**src/rtl/fb_pkg.sv**
```systemverilog
// Shared definitions for the frame-buffer write arbiter.
//   - frame-buffer geometry (words per row, rows, address field widths)
//   - fb_entry_t: one buffered pixel-word write, frame bit latched at push time
//   - arb_state_t: SRAM port arbiter states
//   - fb_addr(): SRAM word address {2'b00, frame, y, x}
package fb_pkg;

    localparam int unsigned FB_WORDS_PER_ROW = 160;
    localparam int unsigned FB_ROWS          = 480;
    localparam int unsigned FB_ROW_BITS      = 9;
    localparam int unsigned FB_COL_BITS      = 8;
    localparam int unsigned FB_ADDR_BITS     = 20;
    localparam int unsigned FB_DATA_BITS     = 16;

    typedef struct packed {
        logic                    frame;
        logic [FB_ROW_BITS-1:0]  y;
        logic [FB_COL_BITS-1:0]  x;
        logic [FB_DATA_BITS-1:0] data;
    } fb_entry_t;

    typedef enum logic [1:0] {
        StIdle,
        StRead,
        StWrite
    } arb_state_t;

    function automatic logic [FB_ADDR_BITS-1:0] fb_addr(
        input logic                   frame,
        input logic [FB_ROW_BITS-1:0] y,
        input logic [FB_COL_BITS-1:0] x
    );
        return {2'b00, frame, y, x};
    endfunction

endpackage

```
**src/rtl/fb_sync_fifo.sv**
```systemverilog
// Synchronous FIFO with registered full flag.
//   clk_i    clock
//   rst_i    synchronous active-high reset, empties the FIFO
//   push_i   write wdata_i (accepted when not full, or when full and popping)
//   pop_i    drop the head entry (ignored when empty)
//   wdata_i  entry to write
//   rdata_o  current head entry (valid when !empty_o)
//   full_o   registered, reflects the post-update count
//   empty_o  no entries stored
//   count_o  number of stored entries
module fb_sync_fifo #(
    parameter int unsigned Width = 34,
    parameter int unsigned Depth = 8,
    localparam int unsigned PtrW = $clog2(Depth),
    localparam int unsigned CntW = $clog2(Depth) + 1
) (
    input  logic            clk_i,
    input  logic            rst_i,
    input  logic            push_i,
    input  logic            pop_i,
    input  logic [Width-1:0] wdata_i,
    output logic [Width-1:0] rdata_o,
    output logic            full_o,
    output logic            empty_o,
    output logic [CntW-1:0] count_o
);

    logic [Width-1:0] mem_q [Depth];
    logic [PtrW-1:0]  wr_ptr_q, wr_ptr_d;
    logic [PtrW-1:0]  rd_ptr_q, rd_ptr_d;
    logic [CntW-1:0]  count_q, count_d;
    logic             full_q, full_d;
    logic             do_push, do_pop;

    assign do_pop  = pop_i && (count_q != '0);
    // A full FIFO still accepts a push when the head leaves in the same cycle.
    assign do_push = push_i && (!full_q || do_pop);

    always_comb begin
        wr_ptr_d = wr_ptr_q;
        rd_ptr_d = rd_ptr_q;
        count_d  = count_q;
        if (do_push) begin
            wr_ptr_d = wr_ptr_q + PtrW'(1);
        end
        if (do_pop) begin
            rd_ptr_d = rd_ptr_q + PtrW'(1);
        end
        case ({do_push, do_pop})
            2'b10:   count_d = count_q + CntW'(1);
            2'b01:   count_d = count_q - CntW'(1);
            default: count_d = count_q;
        endcase
        full_d = (count_d == CntW'(Depth));
    end

    always_ff @(posedge clk_i) begin
        if (rst_i) begin
            wr_ptr_q <= '0;
            rd_ptr_q <= '0;
            count_q  <= '0;
            full_q   <= 1'b0;
        end else begin
            wr_ptr_q <= wr_ptr_d;
            rd_ptr_q <= rd_ptr_d;
            count_q  <= count_d;
            full_q   <= full_d;
        end
    end

    always_ff @(posedge clk_i) begin
        if (do_push) begin
            mem_q[wr_ptr_q] <= wdata_i;
        end
    end

    assign rdata_o = mem_q[rd_ptr_q];
    assign full_o  = full_q;
    assign empty_o = (count_q == '0);
    assign count_o = count_q;

endmodule

```
**src/rtl/fb_write_arbiter.sv**
```systemverilog
// Frame-buffer SRAM port arbiter.
// Buffers copy-engine pixel-word writes in a FIFO and shares the single SRAM port
// between VGA scan-out reads (always first) and buffered writes. Owns the
// double-buffer frame select; writes always target the back frame.
//   Clk, Reset                clock, synchronous active-high reset
//   program_write/x/y/data    write strobe, word column, row, four packed pixels
//   vga_rd_req/x/y            scan-out read request (level) and word address
//   vga_rd_data/valid         read word, two cycles after the request
//   vsync_start, swap_req     vertical-blank pulse, front/back swap request
//   current_frame, swap_done  displayed frame, one-cycle pulse when a swap lands
//   fifo_full, overflow       FIFO full status, sticky dropped-write flag
//   sram_*                    SRAM address/data/strobes (strobes active low)
module fb_write_arbiter
    import fb_pkg::*;
#(
    parameter int unsigned FIFO_DEPTH = 8,
    parameter int unsigned ROW_BITS   = 9,
    parameter int unsigned COL_BITS   = 8
) (
    input  logic        Clk,
    input  logic        Reset,
    input  logic        program_write,
    input  logic [9:0]  program_x,
    input  logic [9:0]  program_y,
    input  logic [15:0] program_data,
    input  logic        vga_rd_req,
    input  logic [7:0]  vga_rd_x,
    input  logic [8:0]  vga_rd_y,
    output logic [15:0] vga_rd_data,
    output logic        vga_rd_valid,
    input  logic        vsync_start,
    input  logic        swap_req,
    output logic        current_frame,
    output logic        swap_done,
    output logic        fifo_full,
    output logic        overflow,
    output logic [19:0] sram_addr,
    output logic [15:0] sram_wdata,
    input  logic [15:0] sram_rdata,
    output logic        sram_drive,
    output logic        sram_we_n,
    output logic        sram_oe_n,
    output logic        sram_ce_n
);

    localparam int unsigned CntW = $clog2(FIFO_DEPTH) + 1;
    localparam logic [9:0] MaxX = 10'(FB_WORDS_PER_ROW);
    localparam logic [9:0] MaxY = 10'(FB_ROWS);

    arb_state_t state_q, state_d;

    logic        current_frame_q, current_frame_d;
    logic        swap_pend_q, swap_pend_d;
    logic        swap_done_q, swap_done_d;
    logic        overflow_q, overflow_d;
    logic [19:0] sram_addr_q, sram_addr_d;
    logic [15:0] sram_wdata_q, sram_wdata_d;
    logic        sram_drive_q, sram_drive_d;
    logic        sram_we_n_q, sram_we_n_d;
    logic        sram_oe_n_q, sram_oe_n_d;
    logic        sram_ce_n_q, sram_ce_n_d;
    logic [15:0] rd_data_q, rd_data_d;
    logic        rd_valid_q, rd_valid_d;

    logic            coord_ok;
    logic            wr_req;
    logic            fifo_push;
    logic            fifo_pop;
    logic            fifo_full_w;
    logic            fifo_empty;
    logic [CntW-1:0] fifo_count;
    fb_entry_t       push_entry;
    fb_entry_t       head_entry;
    logic            swap_pend_any;
    logic            do_swap;

    // ------------------------------------------------------------------
    // Write intake
    // ------------------------------------------------------------------
    // Out-of-range coordinates are silently discarded; they never count as overflow.
    assign coord_ok = (program_x < MaxX) && (program_y < MaxY);
    assign wr_req   = program_write && coord_ok;

    always_comb begin
        push_entry       = '0;
        push_entry.frame = ~current_frame_q;
        push_entry.y     = program_y[ROW_BITS-1:0];
        push_entry.x     = program_x[COL_BITS-1:0];
        push_entry.data  = program_data;
    end

    assign fifo_pop  = (state_d == StWrite);
    assign fifo_push = wr_req && (!fifo_full_w || fifo_pop);

    fb_sync_fifo #(
        .Width ($bits(fb_entry_t)),
        .Depth (FIFO_DEPTH)
    ) u_fifo (
        .clk_i   (Clk),
        .rst_i   (Reset),
        .push_i  (fifo_push),
        .pop_i   (fifo_pop),
        .wdata_i (push_entry),
        .rdata_o (head_entry),
        .full_o  (fifo_full_w),
        .empty_o (fifo_empty),
        .count_o (fifo_count)
    );

    assign overflow_d = overflow_q | (wr_req & fifo_full_w & ~fifo_pop);

    // ------------------------------------------------------------------
    // Arbiter next state
    // ------------------------------------------------------------------
    always_comb begin
        state_d = StIdle;
        case (state_q)
            StRead: begin
                // After a read the SRAM may still be driving the bus, so a write
                // waits one idle cycle before we start driving it.
                if (vga_rd_req) begin
                    state_d = StRead;
                end else begin
                    state_d = StIdle;
                end
            end
            default: begin
                if (vga_rd_req) begin
                    state_d = StRead;
                end else if (!fifo_empty) begin
                    state_d = StWrite;
                end
            end
        endcase
    end

    // SRAM strobes and address are registered for the state being entered.
    always_comb begin
        sram_ce_n_d  = 1'b1;
        sram_oe_n_d  = 1'b1;
        sram_we_n_d  = 1'b1;
        sram_drive_d = 1'b0;
        sram_addr_d  = sram_addr_q;
        sram_wdata_d = sram_wdata_q;
        case (state_d)
            StRead: begin
                sram_ce_n_d = 1'b0;
                sram_oe_n_d = 1'b0;
                sram_addr_d = fb_addr(current_frame_q, vga_rd_y, vga_rd_x);
            end
            StWrite: begin
                sram_ce_n_d  = 1'b0;
                sram_we_n_d  = 1'b0;
                sram_drive_d = 1'b1;
                sram_addr_d  = fb_addr(head_entry.frame, head_entry.y, head_entry.x);
                sram_wdata_d = head_entry.data;
            end
            default: ;
        endcase
    end

    // Read data is sampled at the end of the READ cycle and shown the cycle after.
    assign rd_valid_d = (state_q == StRead);
    assign rd_data_d  = rd_valid_d ? sram_rdata : rd_data_q;

    // ------------------------------------------------------------------
    // Frame swap
    // ------------------------------------------------------------------
    // A same-cycle swap_req is folded in so it is evaluated on this vsync_start.
    // Swapping waits until every queued write has reached the SRAM.
    assign swap_pend_any   = swap_pend_q | swap_req;
    assign do_swap         = vsync_start && swap_pend_any && (fifo_count == '0)
                             && (state_q != StWrite);
    assign swap_pend_d     = swap_pend_any & ~do_swap;
    assign current_frame_d = current_frame_q ^ do_swap;
    assign swap_done_d     = do_swap;

    // ------------------------------------------------------------------
    // State
    // ------------------------------------------------------------------
    always_ff @(posedge Clk) begin
        if (Reset) begin
            state_q         <= StIdle;
            current_frame_q <= 1'b0;
            swap_pend_q     <= 1'b0;
            swap_done_q     <= 1'b0;
            overflow_q      <= 1'b0;
            sram_addr_q     <= '0;
            sram_wdata_q    <= '0;
            sram_drive_q    <= 1'b0;
            sram_we_n_q     <= 1'b1;
            sram_oe_n_q     <= 1'b1;
            sram_ce_n_q     <= 1'b1;
            rd_data_q       <= '0;
            rd_valid_q      <= 1'b0;
        end else begin
            state_q         <= state_d;
            current_frame_q <= current_frame_d;
            swap_pend_q     <= swap_pend_d;
            swap_done_q     <= swap_done_d;
            overflow_q      <= overflow_d;
            sram_addr_q     <= sram_addr_d;
            sram_wdata_q    <= sram_wdata_d;
            sram_drive_q    <= sram_drive_d;
            sram_we_n_q     <= sram_we_n_d;
            sram_oe_n_q     <= sram_oe_n_d;
            sram_ce_n_q     <= sram_ce_n_d;
            rd_data_q       <= rd_data_d;
            rd_valid_q      <= rd_valid_d;
        end
    end

    assign vga_rd_data   = rd_data_q;
    assign vga_rd_valid  = rd_valid_q;
    assign current_frame = current_frame_q;
    assign swap_done     = swap_done_q;
    assign fifo_full     = fifo_full_w;
    assign overflow      = overflow_q;
    assign sram_addr     = sram_addr_q;
    assign sram_wdata    = sram_wdata_q;
    assign sram_drive    = sram_drive_q;
    // An in-flight write is cut off in the very cycle Reset is raised.
    assign sram_we_n     = sram_we_n_q | Reset;
    assign sram_oe_n     = sram_oe_n_q;
    assign sram_ce_n     = sram_ce_n_q;

endmodule
```
**config.mk**
```make
export PLATFORM = sky130hd
export DESIGN_NAME = fb_write_arbiter
export DESIGN_NICKNAME = d
export VERILOG_FILES = /design/src/rtl/fb_pkg.sv /design/src/rtl/fb_sync_fifo.sv /design/src/rtl/fb_write_arbiter.sv
export SDC_FILE = /design/constraint.sdc
export NUM_CORES = 1
export LEC_CHECK = 0
export ABC_CLOCK_PERIOD_IN_PS = 6300
export BUFFER_PORTS_ARGS = -buffer_cell sky130_fd_sc_hd__buf_2
export CORE_ASPECT_RATIO = 0.6
export CORE_MARGIN = 10
export CORE_UTILIZATION = 55
export CTS_CLUSTER_DIAMETER = 200
export DETAILED_ROUTE_END_ITERATION = 16
export PLACE_DENSITY_LB_ADDON = 0.2
export RECOVER_POWER = 50
export SLEW_MARGIN = 20
export SYNTH_ARGS = -nofsm -noshare
export SYNTH_HDL_FRONTEND = slang
export SYNTH_SLANG_ARGS = --single-unit
```
**constraint.sdc**
```tcl
create_clock -name Clk -period 6.3 [get_ports Clk]
set_clock_uncertainty 0.15 [all_clocks]
set_input_delay 1.26 -clock Clk [delete_from_list [all_inputs] [get_ports Clk]]
set_output_delay 1.26 -clock Clk [all_outputs]
set_load 0.005 [all_outputs]
```
### After elaboration in Yosys (flattened, before gate mapping)

Memory sizes are Yosys's and may differ from the RTL's. A register that Yosys moved wholly into a read port is not among the register bits.
Index checks and enable logic that the tools add are counted.
Widths: inputs -> output; s select.

* equality and inequality tests: 7
* bitwise logic cells: 10
* reductions and logical operators: 15
* multiplexer cells: 14
* $add $sub $neg: 4
* order comparisons: 2

Operators by type and width (number)
* $pmux 20 s2: 1
* $lt 10x8->1 const B: 1
* $lt 10x9->1 const B: 1
* $logic_and 1x1->1: 8
* $pmux 4 s2: 1
* $mux 1: 7
* $add 3x1->3 const B: 2
* $eq 2x1->1 const B: 3
* $mux 2: 3
* $mux 3: 2
* $add 4x1->4 const B: 1
* $eq 2x2->1 const B: 2
* $eq 4x4->1 const B: 1
* $logic_not 4->1: 1
* $reduce_bool 4->1: 1
* $sub 4x1->4 const B: 1
* $and 1x1->1: 3
* $not 1->1: 3
* $or 1x1->1: 3
* $logic_or 1x1->1: 2
* $ne 2x2->1 const B: 1
* $reduce_bool 2->1: 1
* $reduce_or 2->1: 1
* $logic_not 1->1: 1
* $xor 1x1->1: 1

* output and inout bits: 61
* logic and storage cells: 70
* memories kept: 1
* bits of input ports: 75
* bits in registers: 74
* bits in writable memories: 272

Memories
* u_fifo.mem_q: depth 8, width 34, rd ports 1, clocked after memory_dff 1, wr ports 1, RTL line fb_sync_fifo.sv:28 `logic [Width-1:0] mem_q [Depth];`

### Longest topological paths before layout

Gate-level depths: netlist of run 1.

* depth after elaboration: 11
* gate-level depth with buffers: 16
* gate-level depth less buffers: 13

### Hierarchy

A second synthesis of run 1 with hierarchy kept.

* cells, all modules: 728
* area, all modules: 13513.0 µm²

Modules (own cells, without submodules)
* fb_sync_fifo: sequential area each 8448.1 µm², area an instance 11081.9 µm², cells each 479, times used 1
* fb_write_arbiter: sequential area each 1221.2 µm², area an instance 2431.1 µm², cells each 249, times used 1

### Worst setup path after synthesis of run 1

No wires, ideal clock.

* path type: input to register
* start point: input port vga_rd_req
* end point: memory u_fifo.mem_q[4][0], enable pin
* setup slack: 0.534 ns
* path buffers: 2
* setup time: 0.468 ns
* stages: 9
* arrival time: 5.148 ns
* required time: 5.682 ns
* cell sequence: or3_1 -> inv_1 -> ha_1 -> buf_2 -> o41a_1 -> buf_6 -> o2111ai_4 -> or2_2 -> nor3_1

* word-level cells in the longest chain between the ends: 8
* elaborated cells between the ends (all ways): 11
* classes of those cells: 1 x eq/ne; 5 x mux; 5 x reduce/logical

Ends and longest elaborated chain
* start, declared: RTL line fb_write_arbiter.sv:26 `input logic vga_rd_req,`
* $mux 2: RTL line fb_write_arbiter.sv:128 `if (vga_rd_req) begin`
* $mux 2: RTL line fb_write_arbiter.sv:117 `case (state_q)`
* net state_d[1]: RTL line fb_write_arbiter.sv:50 `arb_state_t state_q, state_d;`
* $eq 2x2->1: RTL line fb_write_arbiter.sv:92 `assign fifo_pop = (state_d == StWrite);`
* net fifo_pop: RTL line fb_write_arbiter.sv:68 `logic fifo_pop;`
* $logic_and 1x1->1: RTL line fb_sync_fifo.sv:35 `assign do_pop = pop_i && (count_q != '0);`
* net u_fifo.do_pop: RTL line fb_sync_fifo.sv:33 `logic do_push, do_pop;`
* $logic_or 1x1->1: RTL line fb_sync_fifo.sv:37 `assign do_push = push_i && (!full_q || do_pop);`
* $logic_and 1x1->1: RTL line fb_sync_fifo.sv:37
* $mux 1: RTL line fb_sync_fifo.sv:72 `if (do_push) begin`
* $mux 1 (implied by the code): RTL line fb_sync_fifo.sv:73 `mem_q[wr_ptr_q] <= wdata_i;`
* end, declared: RTL line fb_sync_fifo.sv:28

The timed path passes the listed nets, and every way through them passes these cells.

### Worst setup path after layout of run 1

* start point: input port vga_rd_req
* end point: memory u_fifo.mem_q[3][22], enable pin

* word-level cells in the longest chain between the ends: 8
* elaborated cells between the ends (all ways): 11
* classes of those cells: 1 x eq/ne; 5 x mux; 5 x reduce/logical

Ends and longest elaborated chain (RTL line)
* $mux 2 *: fb_write_arbiter.sv:128
* $mux 2 *: fb_write_arbiter.sv:117
* net state_d[1]: fb_write_arbiter.sv:50
* $eq 2x2->1 *: fb_write_arbiter.sv:92
* net fifo_pop: fb_write_arbiter.sv:68
* $logic_or 1x1->1 / $logic_and 1x1->1 (equally long branches): fb_write_arbiter.sv:93, fb_sync_fifo.sv:35
* $logic_and 1x1->1 / $logic_or 1x1->1 (equally long branches): fb_write_arbiter.sv:93, fb_sync_fifo.sv:37
* $logic_and 1x1->1 *: fb_sync_fifo.sv:37
* $mux 1 *: fb_sync_fifo.sv:72
* $mux 1 (implied by the code) *: fb_sync_fifo.sv:73

The timed path passes the listed nets; every way through them passes the cells marked *.

==> results of run 1 <==
==> synthesized netlist by cell type (2+ instances only) <==
master,instances
or3_1,2
ha_1,7
mux4_2,39
nor2b_1,16
xor2_1,4
nor3_1,15
inv_1,15
xnor2_1,3
nand2_1,37
or2_2,3
buf_4,12
buf_6,4
mux4_1,11
and2_1,2
dfxtp_1,75
nor2_1,41
a221oi_1,24
edfxtp_1,272
o21ai_0,9
a211oi_1,17
o2111ai_1,2
a21oi_1,37
a2bb2oi_1,12
buf_2,9
nand2b_1,5
clkbuf_1,23
mux2i_1,56
==> metrics by stage <==
stage | instance area, sq um | total power [mW] | std cells
2_1_floorplan | 13300 | 2.60 | 770
3_5_place_dp | 14300 | 2.68 | 1181
6_report | 15300 | 4.58 | 1242
3_3_place_gp | 14200 | 2.67 | 1178
5_1_grt | 15300 | 4.73 | 1242
4_1_cts | 15300 | 4.61 | 1239
==> sequential cells by signal, indices dropped and copies added, names as in the netlist, named ones only <==
| name | flops |
|---|---|
| sram_drive | 1 |
| state_q | 2 |
| swap_pend_q | 1 |
| u_fifo.count_o | 4 |
| sram_ce_n | 1 |
| sram_we_n_q | 1 |
| sram_wdata | 16 |
| sram_oe_n | 1 |
| u_fifo.full_o | 1 |
| current_frame | 1 |
| sram_addr | 18 |
| vga_rd_valid | 1 |
| vga_rd_data | 16 |
| u_fifo.wr_ptr_q | 3 |
| swap_done | 1 |
| u_fifo.rd_ptr_q | 3 |
| overflow | 1 |
| u_fifo.mem_q | 272 |
==> how the worst max path moves through the flow <==
stage,from,to,slack (ns)
CTS,vga_rd_req,u_fifo.mem_q[5][22],1.89
floorplan,vga_rd_req,u_fifo.mem_q[4][0],0.53
global placement,vga_rd_req,u_fifo.mem_q[6][22],1.31
finish,vga_rd_req,u_fifo.mem_q[3][22],2.03
detailed placement,vga_rd_req,u_fifo.mem_q[2][21],1.30
global route,vga_rd_req,u_fifo.mem_q[3][22],1.87
==> layout make-up <==
cell class	instances	area share [%]
clock buffers	38	5.57
clock inverters	20	1.40
inverters	16	0.392
multi-input cells	357	21.6
flip-flops and latches	347	63.1
well taps	315	2.57
repair buffers	149	5.38
==> critical path, delay by kind of cell <==
family                   cells  cell delay [ns]
buffers and inverters        4             0.78
AO/OA/AOI/OAI                2             0.66
adder cells (fa/ha/maj)      1             0.13
AND/OR/NAND/NOR              3             1.52
==> per-layer routing <==
layer  wire, um  vias to the layer above  share of wire [%]  GRT usage, %
li1           -                     3292                  -             -
met5          0                        -                  0             0
met2      12800                      271                 45          27.0
met1      12800                     3651                 45          26.1
met4        374                        0                1.3          3.92
met3       2280                       33                8.1          3.85
==> placed cells by master (no fill, tap or decap), types with 2 or more instances in the layout <==
| cell type | instances |
|---|---|
| edfxtp_1 | 272 |
| buf_2 | 75 |
| dfxtp_1 | 72 |
| clkbuf_1 | 62 |
| mux2i_1 | 56 |
| mux4_2 | 39 |
| nand2_1 | 37 |
| a21oi_1 | 37 |
| nor2_1 | 35 |
| clkbuf_16 | 33 |
| a221oi_1 | 24 |
| a211oi_1 | 17 |
| inv_1 | 16 |
| nor2b_1 | 14 |
| nor3_1 | 13 |
| a2bb2oi_1 | 12 |
| mux4_1 | 11 |
| buf_4 | 10 |
| o21ai_0 | 9 |
| ha_1 | 7 |
| nor2_4 | 6 |
| clkinv_2 | 6 |
| nand2b_1 | 5 |
| buf_16 | 5 |
| xor2_1 | 4 |
| clkinv_1 | 4 |
| bufinv_16 | 4 |
| or2_2 | 3 |
| xnor2_1 | 3 |
| nor2b_2 | 2 |
| or3_1 | 2 |
| nor3_2 | 2 |
| and2_1 | 2 |
| o2111ai_1 | 2 |
| dfxtp_2 | 2 |
| conb_1 | 2 |
| clkinv_4 | 2 |
| inv_4 | 2 |
==> report_power, final <==
group | total [mW] | internal [mW] | leakage [nW] | switching [mW]
Clock | 1.96 | 1.13 | 0.536 | 0.821
Sequential | 2.50 | 2.49 | 3.06 | 0.0109
Combinational | 0.125 | 0.0448 | 1.46 | 0.0806
Total | 4.58 | 3.67 | 5.06 | 0.912
==> logic make-up (layout without fill, tap and decap cells) <==
kind of cell               Yosys count  in the layout  synth area share [%]
adders and majority gates            7              7                 0.660
DFF                                347            347                  72.9
AOI/OAI and AO/OA                  109            109                  5.89
and+or+nand+nor                    126            126                  4.40
muxes                              106            106                  13.0
other                                1              2                0.0283
xor gates and xnor gates             7              7                 0.462
buffers and inverters               66            223                  2.64
==> metrics.md, run 1 <==
| Metric | Value |
|---|---|
| Status | `finished clean` |
| Routed wire length | `28.3 mm` |
| Peak VDD IR | `236 uV` |
| Sequential fraction of the synthesis area | `72.9%` |
| Min-Delay Path Class | `reg2reg` |
| Num CTS Buffers | `31` |
| Remaining DRCs | `0` |
| Via density | `5.83` |
| Largest net degree at the start of global routing | `70` |
| Clock Path Buffers | `3` |
| Worst hold start | `vga_rd_data[13]` |
| First drt pass iteration count | `4` |
| Die Width | `221 um` |
| First-pass GRT wire length | `43.1 mm` |
| Die ar. | `30900 sq um` |
| CP required | `6.42 ns` |
| Minimum clock period | `4.27 ns` |
| # rows | `43` |
| Pre-CTS setup slack | `1.30 ns` |
| Post-CTS Setup Bufs | `0` |
| Dpl hpwl | `18.1 mm` |
| CTS tree | `built` |
| Initial antenna violation count | `0` |
| Ys flop type | `edfxtp_1` |
| Sequential Area | `9680 sq um` |
| Setup Crit Path Kind | `in2reg` |
| Synth Register Bits | `347` |
| Synth area leaders | `edfxtp_1 62%, dfxtp_1 11%, mux4_2 6.6%, mux2i_1 4.2%, mux4_1 2.2%` |
| Max-cap violations | `0` |
| Final Hold Viols | `0` |
| Final period util | `67.7%` |
| Slew Limit Fails | `0` |
| Critical register-to-register path startpoint | `u_fifo.count_o[1]` |
| Final core utilization | `65.5%` |
| Post-synth EDFFs | `272` |
| Vias in the first global route | `7308` |
| Critical R2R Capture | `u_fifo.mem_q[3][22]` |
| Top cell type's share of synthesized area | `61.6%` |
| Final nets | `984` |
| Initial Util | `56.7%` |
| Nature of the critical path endpoint | `register` |
| Core area | `23400 sq um` |
| R2R depth | `10` |
| DR vias | `7247` |
| Synth area leader | `edfxtp_1` |
| Final setup violation count | `0` |
| Critical-path cell with the highest stage delay | `nor2_4` |
| Antenna Nets Post-Route | `0` |
| Worst setup margin | `2.03 ns` |
| Clock Tree Root | `clkbuf_16` |
| Gate Count Post-Synth | `769` |
| Post-DR wirelength/cell | `22.8 um` |
| F_max | `0.234 GHz` |
| Clock slew at reported path FFs | `0.06 ns` |
| Count of different cell masters after synthesis | `44` |
| Filler cells | `1636` |
| Worst setup SP type | `input port` |
| Multi-input logic area | `3310 sq um` |
| CTS Sinks | `347` |
| Crit path DAT | `4.38 ns` |
| GRT Util Overall | `17.9%` |
| Slew @ Worst Pin | `1.18 ns` |
| Initial DRC count | `553` |
| Syn_area_per_cell | `17.3 sq um` |
| FFs w/ async S/R, synth | `0%` |
| CP max FO | `36` |
| Ant diodes | `0` |
| Die H | `140 um` |
| Hold buffers post-CTS | `0` |
| H-Tree Level Count | `1` |
| Setup TNS | `0 ns` |
| Area grow syn2layout | `15.6%` |
| Synth Cell Area | `13300 sq um` |
| RSZ-0062 raised after global routing | `false` |
| Flop2flop setup slack | `2.17 ns` |
| Hold endpoint | `vga_rd_data[13]` |
| CP peak stage delay | `0.69 ns` |
| Number of I/O port buffers | `133` |
| LEAKAGE | `5.06 nW` |
| Hold Slack | `0.310 ns` |
| Post-CTS sizing | `0` |
| Pwr Density | `298 nW/um^2` |
| IO Pins | `136` |
| Share of cells above drive strength 1 | `21.4%` |
| Worst Hold Path Cells | `2` |
| Ys Warns | `0` |
| Slew headroom | `21.5%` |
| Global route overflow | `0` |
| CP Cell Sequence | `clkbuf_1 -> or3_1 -> inv_1 -> ha_1 -> buf_4 -> o41a_1 -> o2111ai_4 -> nand2b_1 -> nor2_4 -> buf_16` |
| Placer Congestion | `0.794` |
| Clk Latency, worst-skew pair | `0.57 ns` |
Note: power is estimated with default switching activity, not from simulation.
==> run 2, diff against run 1 <==
--- a/config.mk
+++ b/config.mk
@@ -5,7 +5,7 @@
 export SDC_FILE = /design/constraint.sdc
 export NUM_CORES = 1
 export LEC_CHECK = 0
-export ABC_CLOCK_PERIOD_IN_PS = 6300
+export ABC_CLOCK_PERIOD_IN_PS = 4200
 export BUFFER_PORTS_ARGS = -buffer_cell sky130_fd_sc_hd__buf_2
 export CORE_ASPECT_RATIO = 0.6
 export CORE_MARGIN = 10
==> constraint.sdc (replaced) <==
create_clock -name Clk -period 4.2 [get_ports Clk]
set_clock_uncertainty 0.15 [all_clocks]
set_input_delay 0.84 -clock Clk [delete_from_list [all_inputs] [get_ports Clk]]
set_output_delay 0.84 -clock Clk [all_outputs]
set_load 0.005 [all_outputs]
==> run 2 against run 1 <==
The run now ends with max-capacitance violations, max-slew violations left. Critical path depth up 3. Sequential cell count unchanged. Power up 54%. Via count up 1.1%. First-iteration DRC count up 29%. Global-route usage up 0.43 points. Die area unchanged. Non-clock buffer count up 8. Cell area up 0.23%. Count of clock-buffer cells in the layout down 1. Critical path type is now reg2reg. Critical endpoint is now u_fifo.full_o. Largest power group unchanged.
==> metrics.md, run 2 (synthesis results as in run 1) <==
| Metric | Value |
|---|---|
| Minimum clock period | `3.64 ns` |
| CP max FO | `9` |
| IO Pins | `136` |
| Initial Util | `56.7%` |
| Global route overflow | `0` |
| CP required | `4.52 ns` |
| Remaining DRCs | `0` |
| CTS tree | `built` |
| Net load switching power | `1.35 mW` |
| Placer Congestion | `0.802` |
| Most common cell after layout, fill and taps aside | `edfxtp_1` |
| Final Hold Viols | `0` |
| P_int | `5.69 mW` |
| H-Tree Level Count | `1` |
| Share of cells above drive strength 1 | `20.7%` |
| Final instance area | `15400 sq um` |
| Routed wire length | `28.5 mm` |
| Vias in the first global route | `7796` |
| Status | `complete, but fails checks` |
| CTS Sinks | `347` |
| Final Non-Filler Cells | `1249` |
| Post-CTS Setup Bufs | `0` |
| Setup TNS | `0 ns` |
| Min-Delay Path Class | `reg2reg` |
| Failing checks | `max-capacitance violations, max-slew violations` |
| Setup Crit Path Kind | `reg2reg` |
| Post-DR wirelength/cell | `22.8 um` |
| Power Total | `7.04 mW` |
| Max reg flops | `272` |
| Max-cap violations | `1` |
| Worst setup SP type | `register` |
| GRT Util Overall | `18.3%` |
| # rows | `43` |
| Hold buffers post-CTS | `0` |
| Clock Tree Root | `clkbuf_16` |
| Core area | `23400 sq um` |
| RSZ-0062 raised after global routing | `false` |
| Die Width | `221 um` |
| Slew @ Worst Pin | `2.25 ns` |
| DR vias | `7329` |
| Flop2flop setup slack | `0.56 ns` |
| LEAKAGE | `5.01 nW` |
| Dpl hpwl | `18.3 mm` |
| Placed cells | `1192` |
| Final period util | `86.8%` |
| Switching part of the total | `19.2%` |
| Slew Limit Fails | `47` |
| Most frequent cells in the layout | `272 x edfxtp_1, 72 x clkbuf_1, 72 x dfxtp_1, 64 x buf_2, 56 x mux2i_1` |
| Final nets | `991` |
| Clk Latency, worst-skew pair | `0.55 ns` |
| Slew headroom | `-50.1%` |
| Num CTS Buffers | `30` |
| Pwr Density | `458 nW/um^2` |
| F_max | `0.274 GHz` |
| Post-Place Cell Area | `14300 sq um` |
| Crit path DAT | `3.96 ns` |
| Via density | `5.87` |
| Initial DRC count | `711` |
| Final setup violation count | `0` |
| Die H | `140 um` |
| Largest net degree at the start of global routing | `56` |
| Most flop-heavy register | `u_fifo.mem_q` |
| Number of I/O port buffers | `133` |
| First drt pass iteration count | `5` |
| Clock share of power | `44.1%` |
| Combinational power share | `2.7%` |
| Nature of the critical path endpoint | `register` |
| Initial antenna violation count | `1` |
| Clock Path Buffers | `3` |
| Antenna Nets Post-Route | `0` |
| First-pass GRT wire length | `44.5 mm` |
| Worst Hold Path Cells | `2` |
| Post-CTS sizing | `0` |
| Clock slew at reported path FFs | `0.07 ns` |
| Area grow syn2layout | `15.9%` |
| Flop pwr share | `53.2%` |
| Peak VDD IR | `343 uV` |
| Filler cells | `1661` |
| R2R depth | `13` |
| Die ar. | `30900 sq um` |
-- run 2: cell types whose count changed in the layout (fill, tap and decap cells not counted), sizes merged --
cell,delta
bufinv,+4
clkinvlp,+4
diode,+1
inv,-4
clkbuf,+10
buf,-3
clkinv,-5
-- run 2: final cells by class --
class,count,area [sq um],share of cell area [%]
flip-flops and latches,347,9680,63.0
repair buffers,157,781,5.08
clock inverters,19,307,1.99
multi-input cells,357,3320,21.6
well taps,315,394,2.56
clock buffers,37,828,5.39
diodes,1,2.50,0.0163
inverters,16,60.1,0.391
-- run 2: per-layer routing --
layer  part of all wire [%]  track usage [%]
met4                    1.6             3.92
met1                     45             26.0
met5                      0                0
met3                    6.7             3.70
met2                     47             28.7
-- run 2: critical path, cell delays in order, from the launching register on --
cell       delay, ns
dfxtp_1         0.50
nor4_1          0.13
or3_1           0.41
inv_1           0.08
ha_1            0.17
o41a_1          0.40
o2111ai_4       0.22
ha_1            0.33
xor2_1          0.17
ha_1            0.19
a21oi_1         0.17
mux2i_1         0.30
xnor2_1         0.13
a211oi_1        0.19
-- run 2: final timing paths --
check / end / from
setup / recovery: u_fifo.full_o / u_fifo.count_o[1]
hold / removal: vga_rd_data[4] / vga_rd_data[4]
setup reg to reg: u_fifo.full_o / u_fifo.count_o[1]
hold reg to reg: vga_rd_data[4] / vga_rd_data[4]
-- run 2: power by group through the flow --
| stage | sequential [mW] | clock (mW) | combinational [mW] |
|---|---|---|---|
| final | 3.74 | 3.11 | 0.189 |
| after global routing | 3.75 | 3.30 | 0.209 |
| after CTS | 3.74 | 3.15 | 0.199 |
| after detailed placement | 3.82 | 0 | 0.198 |
| after global placement | 3.82 | 0 | 0.188 |
| after floorplan | 3.82 | 0 | 0.0749 |
-- run 2: per-stage QoR --
step	hold WS [ns]	util, %	worst slack, ns
2_1_floorplan	0.303	-	-0.230
3_3_place_gp	0.290	61.2	0.475
3_5_place_dp	0.297	61.2	0.274
4_1_cts	0.308	66.1	0.583
5_1_grt	0.322	65.7	0.310
6_report	0.310	65.7	0.556
